--- src/rtl/led_mode_sequencer.sv ---
// led_mode_sequencer: drives four LEDs in COUNT, BLINK or CHASE mode,
// passing through a FLASH acknowledge on every mode change.
module led_mode_sequencer #(
  parameter int TICK_DIV    = 12_500_000,
  parameter int FLASH_TICKS = 3
) (
  input  logic       sysclk,
  input  logic       reset,
  input  logic       step_pulse,
  input  logic       mode_pulse,
  input  logic       pause,
  output logic [3:0] led,
  output logic [1:0] mode,
  output logic       busy
);
  localparam int PW = $clog2(TICK_DIV);
  localparam int FW = $clog2(FLASH_TICKS + 1);
  localparam logic [PW-1:0] PRE_MAX = PW'(TICK_DIV - 1);
  localparam logic [FW-1:0] FLASH_LAST = FW'(FLASH_TICKS - 1);
  typedef enum logic [1:0] {COUNT, BLINK, CHASE, FLASH} state_t;
  state_t state_q, state_d, next_q, next_d;
  logic [3:0] led_q, led_d, count_q, count_d;
  logic dir_q, dir_d, tick;
  logic [PW-1:0] pre_q, pre_d;
  logic [FW-1:0] flash_q, flash_d;
  always_comb begin
    tick = pre_q == PRE_MAX && !pause;
    state_d = state_q;
    next_d = next_q;
    led_d = led_q;
    count_d = count_q;
    dir_d = dir_q;
    flash_d = flash_q;
    pre_d = pause ? pre_q : tick ? '0 : pre_q + 1'b1;
    case (state_q)
      COUNT: begin
        count_d = count_q + {3'b000, step_pulse};
        led_d = count_d;
      end
      BLINK: led_d = tick ? ~led_q : led_q;
      CHASE: begin
        led_d = !tick ? led_q : dir_q ? {led_q[0], led_q[3:1]} : {led_q[2:0], led_q[3]};
        dir_d = dir_q ^ step_pulse;
      end
      FLASH: if (tick) begin
        flash_d = flash_q + 1'b1;
        if (flash_q == FLASH_LAST) begin
          state_d = next_q;
          led_d = next_q == COUNT ? count_q : next_q == BLINK ? 4'b0000 : 4'b0001;
          pre_d = '0;
        end
      end
      default: state_d = COUNT;
    endcase
    // FLASH ignores mode_pulse, so a request there is simply dropped
    if (mode_pulse && state_q != FLASH) begin
      state_d = FLASH;
      next_d = state_q == CHASE ? COUNT : state_q == BLINK ? CHASE : BLINK;
      led_d = 4'b1111;
      flash_d = '0;
      pre_d = '0;
    end
  end
  always_ff @(posedge sysclk) begin
    if (reset) begin
      state_q <= COUNT;
      next_q <= COUNT;
      led_q <= '0;
      count_q <= '0;
      dir_q <= 1'b0;
      pre_q <= '0;
      flash_q <= '0;
    end else begin
      state_q <= state_d;
      next_q <= next_d;
      led_q <= led_d;
      count_q <= count_d;
      dir_q <= dir_d;
      pre_q <= pre_d;
      flash_q <= flash_d;
    end
  end
  assign led = led_q;
  assign mode = state_q;
  assign busy = state_q == FLASH;
endmodule

--- config.mk ---
export PLATFORM = sky130hd
export DESIGN_NAME = led_mode_sequencer
export DESIGN_NICKNAME = d
export VERILOG_FILES = /design/src/rtl/led_mode_sequencer.sv
export SDC_FILE = /design/constraint.sdc
export NUM_CORES = 1
export LEC_CHECK = 0
export CORE_ASPECT_RATIO = 0.9
export CORE_MARGIN = 2
export CORE_UTILIZATION = 53
export DETAILED_ROUTE_END_ITERATION = 8
export PLACE_DENSITY = 0.75
export SYNTH_ARGS = -nofsm -noshare
export SYNTH_HDL_FRONTEND = slang
export SYNTH_SLANG_ARGS = --single-unit
export TNS_END_PERCENT = 50
--- constraint.sdc ---
create_clock -name sysclk -period 1.85 [get_ports sysclk]
set_input_delay 0.4625 -clock sysclk [delete_from_list [all_inputs] [get_ports sysclk]]
set_output_delay 0.4625 -clock sysclk [all_outputs]
set_load 0.01 [all_outputs]
==> results of run 1 <==
==> through the flow <==
| step | area, um2 | setup WS (ps) | instances |
|---|---|---|---|
| after floorplan | 2185 | -85.68 | 249 |
| after global placement | 2504 | -502.2 | 326 |
| after detailed placement | 2504 | -561.8 | 326 |
| after CTS | 2633 | -33.36 | 337 |
| after global routing | 2701 | -18.39 | 340 |
| final | 2701 | 21.50 | 340 |
==> kinds of logic (layout without fill, tap and decap cells) <==
| logic type | after synthesis | after routing | share of synthesized area |
|---|---|---|---|
| mux | 7 | 7 | 0.03285 |
| compound gates | 51 | 51 | 0.1579 |
| flops | 39 | 39 | 0.3597 |
| xor+xnor | 15 | 15 | 0.06052 |
| fa+ha+maj | 10 | 10 | 0.05764 |
| buf+inv | 21 | 63 | 0.04380 |
| simple gates | 106 | 107 | 0.2876 |
==> routing by layer <==
metal | wire length [um] | global-route usage
met1 | 2470 | 0.3205
met2 | 2285 | 0.3484
met3 | 240 | 0.05132
met4 | 78 | 0.07783
met5 | 0 | 0
==> power by group through the flow <==
stage,registers (W),logic (W),clock network [W]
after global routing,0.000902,0.000265,0.000608
after global placement,0.000914,0.000230,0
after floorplan,0.000914,0.000138,0
after CTS,0.000897,0.000234,0.000573
after detailed placement,0.000915,0.000233,0
final,0.000899,0.000239,0.000564
==> timing repair <==
action | CTS | global route
gates cloned | 1 | 0
setup buffers | 2 | 3
endpoints found under the setup margin | 14 | 17
hold buffers | 0 | 0
pin swaps | 4 | 5
gates resized for setup | 10 | 14
==> flip-flops by register name (all words and copies together) (netlist names) <==
| name | flops |
|---|---|
| led | 4 |
| dir_q | 1 |
| count_q | 4 |
| next_q | 2 |
| flash_q | 2 |
| pre_q | 24 |
| mode | 2 |
==> cell type report <==
cell class                 instances  share of cell area
clock buffer                       7             0.02825
clock inverter                     1            0.001853
inverter                          11             0.01528
multi-input combinational        190              0.5044
sequential                        39              0.2932
tap                               48             0.02223
timing repair buffer              44              0.1348
==> worst paths after layout <==
path | startpoint | endpoint | slack, ps | cells past startpoint
setup / recovery | pre_q[1] | pre_q[18] | 20 | 6
setup reg to reg | pre_q[1] | pre_q[18] | 20 | 6
hold / removal | flash_q[0] | flash_q[0] | 480 | 2
hold reg to reg | flash_q[0] | flash_q[0] | 480 | 2
==> synthesized netlist by cell type, types with 6 or more instances <==
cell / number / area, um2
sky130_fd_sc_hd__inv_1: 11 / 41.29
sky130_fd_sc_hd__clkbuf_1: 7 / 26.28
sky130_fd_sc_hd__ha_1: 10 / 125.1
sky130_fd_sc_hd__nand4_1: 9 / 56.30
sky130_fd_sc_hd__a311oi_1: 8 / 70.07
sky130_fd_sc_hd__nor2_1: 25 / 93.84
sky130_fd_sc_hd__nor3_1: 7 / 35.03
sky130_fd_sc_hd__xnor2_1: 7 / 61.31
sky130_fd_sc_hd__nand2_1: 14 / 52.55
sky130_fd_sc_hd__o21ai_0: 11 / 55.05
sky130_fd_sc_hd__xor2_1: 8 / 70.07
sky130_fd_sc_hd__a21oi_1: 13 / 65.06
sky130_fd_sc_hd__dfxtp_1: 39 / 780.8
sky130_fd_sc_hd__nand3_1: 8 / 40.04
sky130_fd_sc_hd__mux2i_1: 6 / 60.06
==> worst reg2reg max path, stage by stage (launching register included) <==
cell	delay [ps]
sky130_fd_sc_hd__dfxtp_2	370
sky130_fd_sc_hd__ha_4	140
sky130_fd_sc_hd__nand3b_1	100
sky130_fd_sc_hd__or4_4	530
sky130_fd_sc_hd__buf_4	170
sky130_fd_sc_hd__or3_1	340
sky130_fd_sc_hd__a21oi_1	120
==> flow_summary.html, run 1 <==
<table>
<tr><th>Metric</th><th>Value</th></tr>
<tr><th colspan="2">Run status</th></tr>
<tr><td>Status</td><td>finished clean</td></tr>
<tr><th colspan="2">STA</th></tr>
<tr><td>Count of final max-slew check failures</td><td>0</td></tr>
<tr><td>Worst hold slack across all endpoints</td><td>around 480 ps</td></tr>
<tr><td>Pin slew with the least headroom to its limit</td><td>between 400 and 500 ps</td></tr>
<tr><td>Upper clock frequency limit</td><td>about 550 MHz</td></tr>
<tr><td>Number of hold-slack violations in the final timing report</td><td>0</td></tr>
<tr><td>Final-layout setup total negative slack</td><td>0 ps</td></tr>
<tr><td>Final critical-path share of the clock period</td><td>0.9884</td></tr>
<tr><td>Unrepaired setup endpoints after global routing</td><td>true</td></tr>
<tr><td>Min Clock Period, post-route</td><td>1828 ps</td></tr>
<tr><td>Final setup vio count</td><td>0</td></tr>
<tr><td>Clock Skew</td><td>8.557 ps</td></tr>
<tr><td>Headroom to the max-slew limit</td><td>0.7023</td></tr>
<tr><th colspan="2">Cells and area</th></tr>
<tr><td>Commonest non-fill, non-tap cell in the layout</td><td>sky130_fd_sc_hd__buf_4</td></tr>
<tr><td>Filler cell count</td><td>321</td></tr>
<tr><td>Number of antenna repair diodes</td><td>0</td></tr>
<tr><td>Total area of multi-input combinational cells</td><td>roughly 0.0014 mm2</td></tr>
<tr><td>Share of layout cells above drive strength 1</td><td>0.2432</td></tr>
<tr><td>Final Util</td><td>0.6722</td></tr>
<tr><td>Area delta synth-&gt;final</td><td>24.44%</td></tr>
<tr><td>Sequential cell area</td><td>792.0 um2</td></tr>
<tr><td>Total number of nets in the final design</td><td>306</td></tr>
<tr><td>Leading cell types in the layout, fill and taps excluded</td><td>31 x sky130_fd_sc_hd__buf_4, 30 x sky130_fd_sc_hd__dfxtp_1, 25 x sky130_fd_sc_hd__nor2_1</td></tr>
<tr><th colspan="2">Pwr</th></tr>
<tr><td>Sequential fraction of design power</td><td>0.528</td></tr>
<tr><td>Total internal power</td><td>~0.0013 W</td></tr>
<tr><td>VDD IR-drop max</td><td>0.4805 mV</td></tr>
<tr><td>Overall Power</td><td>about 0.0017 W</td></tr>
<tr><td>Combinational group share of total power</td><td>0.140</td></tr>
<tr><td>Clk pwr share</td><td>0.331</td></tr>
<tr><td>Net switching power of the design</td><td>approximately 0.00045 W</td></tr>
<tr><td>Switching Share</td><td>0.2622</td></tr>
<tr><td>Standby leakage power</td><td>between 0.9 and 1 nW</td></tr>
<tr><td>Power per unit of standard cell area</td><td>629.6 mW/mm2</td></tr>
<tr><th colspan="2">Worst setup path</th></tr>
<tr><td>Setup Crit Path Kind</td><td>reg -&gt; reg</td></tr>
<tr><td>Element type at the critical path start</td><td>register</td></tr>
<tr><td>Crit-path cells</td><td>ha_4, nand3b_1, or4_4, buf_4, or3_1, a21oi_1</td></tr>
<tr><td>Slowest cell delay on critical path</td><td>about 530 ps</td></tr>
<tr><td>Crit path max-delay family</td><td>simple AND/OR/NAND/NOR gates</td></tr>
<tr><td>Slowest cell on crit path</td><td>sky130_fd_sc_hd__or4_4</td></tr>
<tr><td>Combined buffer and inverter count along the critical path</td><td>1</td></tr>
<tr><td>Crit end category</td><td>register</td></tr>
<tr><td>Arrival time of data at the critical path endpoint</td><td>approximately 2100 ps</td></tr>
<tr><td>Required time at the worst-slack endpoint</td><td>2080 ps</td></tr>
<tr><td>Peak fanout along the critical path</td><td>4</td></tr>
<tr><th colspan="2">Floorplan</th></tr>
<tr><td>Die H</td><td>approximately 65 um</td></tr>
<tr><td>Core region area</td><td>0.004019 mm2</td></tr>
<tr><td>DIE AREA</td><td>0.004625 mm2</td></tr>
<tr><td>Width of the die</td><td>~71 um</td></tr>
<tr><td>Starting Density</td><td>0.5402</td></tr>
<tr><td>Number of placement rows</td><td>22</td></tr>
<tr><td>IO Count</td><td>12</td></tr>
<tr><th colspan="2">Global route</th></tr>
<tr><td>Global Route Usage Sum</td><td>0.2293</td></tr>
<tr><td>Remaining global-route overflow</td><td>0</td></tr>
<tr><td>Number of antenna violations at the first check in global routing</td><td>0</td></tr>
<tr><td>Pin count of the biggest net entering global routing</td><td>13</td></tr>
<tr><td>Via count of the first global-routing pass</td><td>1798</td></tr>
<tr><td>First-pass GRT wire length</td><td>8328 um</td></tr>
<tr><th colspan="2">Logic synthesis</th></tr>
<tr><td>Sequential element share of the synthesized area</td><td>0.3597</td></tr>
<tr><td>Count of unique library cells instantiated by Yosys</td><td>49</td></tr>
<tr><td>Dominant register cell in the synthesized netlist</td><td>sky130_fd_sc_hd__dfxtp_1</td></tr>
<tr><td>Average cell area after synthesis</td><td>between 8 and 9 um2</td></tr>
<tr><td>Post-synth design cell area</td><td>~0.0022 mm2</td></tr>
<tr><td>Yosys warning total</td><td>0</td></tr>
<tr><td>FFs w/ async S/R, synth</td><td>0</td></tr>
<tr><td>Cell count after synthesis</td><td>approximately 250</td></tr>
<tr><td>Number of enable flip-flop cells after synthesis</td><td>0</td></tr>
<tr><td>Total of flip-flops plus latches after synthesis</td><td>39</td></tr>
<tr><td>Net count after synthesis</td><td>between 200 and 300</td></tr>
<tr><th colspan="2">CTS</th></tr>
<tr><td>Clk buf depth</td><td>2</td></tr>
<tr><td>Worst-path clk slew</td><td>about 80 ps</td></tr>
<tr><td>Total clock buffers created by CTS</td><td>5</td></tr>
<tr><td>Total number of clock tree sinks</td><td>39</td></tr>
<tr><td>Cell chosen for the clock root</td><td>sky130_fd_sc_hd__clkbuf_8</td></tr>
<tr><td>Source-to-sink clock delay at the later pin of the worst-skew pair</td><td>roughly 300 ps</td></tr>
<tr><td>H-Tree Level Count</td><td>2</td></tr>
<tr><td>Clock tree from TritonCTS</td><td>built</td></tr>
<tr><th colspan="2">Drt</th></tr>
<tr><td>Routed WL</td><td>just over 5000 um</td></tr>
<tr><td>Mean number of vias per cell</td><td>roughly 5.9</td></tr>
<tr><td>Number of vias after detailed routing</td><td>about 2000</td></tr>
<tr><td>WL/cell</td><td>14.92 um</td></tr>
<tr><td>First-pass iteration count of the detailed router</td><td>4</td></tr>
<tr><td>Violation count after the first detailed-route iteration</td><td>around 150</td></tr>
<tr><td>Final antenna-violating net count</td><td>0</td></tr>
<tr><td>DRC violations left</td><td>0</td></tr>
<tr><th colspan="2">Place</th></tr>
<tr><td>Count of buffers inserted at the top-level ports</td><td>11</td></tr>
<tr><td>Half-perimeter wire length of the detailed placement result</td><td>3604 um</td></tr>
<tr><td>Weighted congestion at the end of routability-driven global placement</td><td>just over 0.8</td></tr>
<tr><th colspan="2">Run</th></tr>
<tr><td>Maximum Capacitance Violations</td><td>0</td></tr>
<tr><th colspan="2">Worst hold path</th></tr>
<tr><td>Kind of path behind the tightest hold check</td><td>reg -&gt; reg</td></tr>
</table>
Note: power is estimated with default switching activity, not from simulation.
==> run 2: changes to the inputs <==
--- a/config.mk
+++ b/config.mk
@@ -9,6 +9,7 @@
 export CORE_MARGIN = 2
 export CORE_UTILIZATION = 53
 export DETAILED_ROUTE_END_ITERATION = 8
+export GPL_ROUTABILITY_DRIVEN = 1
 export PLACE_DENSITY = 0.75
 export SYNTH_ARGS = -nofsm -noshare
 export SYNTH_HDL_FRONTEND = slang
==> results of run 2 <==
No change in the layout: final DEF, timing and power equal those of run 1.
==> RTL change (config.mk and constraints of run 2) <==
Set the parameter `FLASH_TICKS` to 5 (it was 3).
--- a/src/rtl/led_mode_sequencer.sv
+++ b/src/rtl/led_mode_sequencer.sv
@@ -3,5 +3,5 @@
 module led_mode_sequencer #(
   parameter int TICK_DIV    = 12_500_000,
-  parameter int FLASH_TICKS = 3
+  parameter int FLASH_TICKS = 5
 ) (
   input  logic       sysclk,
Check against the original RTL: no difference found for any inputs over 10 cycles, from zero or initial values and one cycle with reset high; that may be too few to reach the edited logic, so the function may still have changed.
==> RTL change against run 2 <==
Cell count grew 0.29%. Non-clock buffer count increased by 3. Setup slack improved by 0.028 ns. Wire length is 13% lower. Area after synthesis fell by 0.23%. Total power rose by 1.6%. Design area increased by 1.5%. Synthesized cell count shrank 0.40%. Count of clock-buffer cells in the layout fell by 1. Fmax is 1.6% higher. Clock skew fell by 0.0032 ns. Sequential cell count grew 1.
==> RTL change: results (changes against run 2) <==
layout:
  nFillCells: 290  # was 321
  fin_cells: 341  # was 340
  drive_gt1_share_pct: 22.9  # was 24.3%
  final_nets: 309  # was 306
global_routing:
  grt_pass1_wl_um: 7660  # was 8330 um
  grt_start_max_net_pins: 23  # was 13
  first_global_vias: 1764  # was 1798
  globalRouteTotalUtil_pct: 20.9  # was 22.9%
drt:
  drt_wl_total_um: 4420  # was 5070 um
  routed_via_density: 5.38  # was 5.85
  first_iter_violations: 144  # was 149
  dr.pass1.iters: 5  # was 4
power_and_ir_drop:
  ir_worst_vdd_mv: 0.464  # was 0.480 mV
  power.leakage_nw: 1.11  # was 0.977 nW
synth:
  synth.avg_cell_area_um2: 8.73  # was 8.72 um2
  ys_top_cells_by_area: "dfxtp_1 (37%), xor2_1 (7.3%), nor2_1 (6.6%), ha_1 (6.4%), nand3_1 (3.9%)"  # was dfxtp_1 (36%), ha_1 (5.8%), nor2_1 (4.3%), a311oi_1 (3.2%), xor2_1 (3.2%)
  yosys-top-cells-count: "dfxtp_1 (40), nor2_1 (38), xor2_1 (18), nand2_1 (17), nand3_1 (17)"  # was dfxtp_1 (39), nor2_1 (25), nand2_1 (14), a21oi_1 (13)
  yosysUniqueCellTypes: 44  # was 49
status:
  status: "complete, no violations"  # unchanged
floorplanning:
  core-area_um2: 3990  # was 4020 um2
critical_path:
  rrSetupSlack_ns: 0.05  # was 0.02 ns
  worstPathArrival_ns: 2.01  # was 2.05 ns
  critPathMaxFanout: 4  # unchanged
  cpMaxStageDelayCell: "o41ai_4"  # was or4_4
placed_design:
  hpwlAfterDp_um: 3210  # was 3600 um
  gp_congestion: 0.827  # was 0.813
  dpl.cell_count: 334  # was 326
timing:
  relSlewSlack_pct: 76.8  # was 70.2%
==> RTL change: cell types whose count changed after synthesis, sizes merged, moves of 3 or more <==
cell,run 2,this run
o31ai,5,1
o21ai,12,1
mux2,1,4
or3,7,1
a21oi,13,8
a221oi,0,3
xor2,8,18
nor3,7,1
nor2,25,38
nand2,14,17
nand2b,3,6
or4,6,0
a311oi,8,0
nand3,9,17
==> RTL change: area by class of cell <==
cell class | count | area share [%]
Timing Repair Buffer | 47 | 14.5
Tap cell | 48 | 2.19
Clock buffer | 6 | 2.65
Clock inverter | 1 | 0.182
Multi-Input combinational cell | 186 | 49.1
Inverter | 13 | 1.78
Sequential cell | 40 | 29.6
==> RTL change: timing repair <==
item                       in CTS  in global routing
pin swaps                       0                  3
resized for setup               7                 13
buffers inserted                0                  0
setup endpoints to repair       4                 31
==> RTL change: where the power goes <==
part,switching [W],internal (W),leakage [nW]
Sequential,0.0000292,0.000886,0.327
Clock,0.000285,0.000256,0.0410
Combinational,0.000132,0.000139,0.740
Total,0.000447,0.00128,1.11
==> RTL change: cells by family (layout without fill, tap and decap cells) <==
family	after synthesis	in the layout	synth area share, %
compound gates	28	28	10.1
xor+xnor	27	27	10.9
fa+ha+maj	11	11	6.35
buf+inv	22	67	3.99
flops	40	40	37.0
mux	8	8	3.93
simple gates	112	112	27.7
==> RTL change: worst paths after layout <==
| kind | endpoint | cells after the start | startpoint |
|---|---|---|---|
| min reg2reg | flash_q[1]$_SDFFE_PP0P_ | 2 | flash_q[1]$_SDFFE_PP0P_ |
| min | flash_q[1]$_SDFFE_PP0P_ | 2 | flash_q[1]$_SDFFE_PP0P_ |
| max reg2reg | led[1]$_SDFFE_PP0P_ | 6 | pre_q[16]$_SDFF_PP0_ |
| max | led[1]$_SDFFE_PP0P_ | 6 | pre_q[16]$_SDFF_PP0_ |
==> RTL change: layer usage <==
layer,up-vias,GRT usage (%),part of all wire (%)
li1,946,-,-
met1,843,28.3,51
met2,35,31.7,44
met3,11,5.75,4.4
met4,0,7.55,1.4
met5,-,0,0
==> RTL change: worst max-delay path, delay by kind of cell (launching register included) <==
family,cells,cell delay (ns)
AOI/OAI and AO/OA,3,0.87
and+or+nand+nor,2,0.36
DFF,1,0.34
buffers and inverters,1,0.16
==> RTL change: metrics by stage <==
stage / setup WS (ns) / hold WS (ns) / area, um2 / TNS (ns)
final: 0.0497 / 0.469 / 2740 / 0
after global routing: -0.0184 / 0.507 / 2740 / -0.0434
after CTS: -0.0116 / 0.475 / 2680 / -0.0118
after detailed placement: -0.282 / 0.466 / 2580 / -7.33
after global placement: -0.208 / 0.456 / 2580 / -5.93
after floorplan: 0.0165 / 0.449 / 2170 / 0
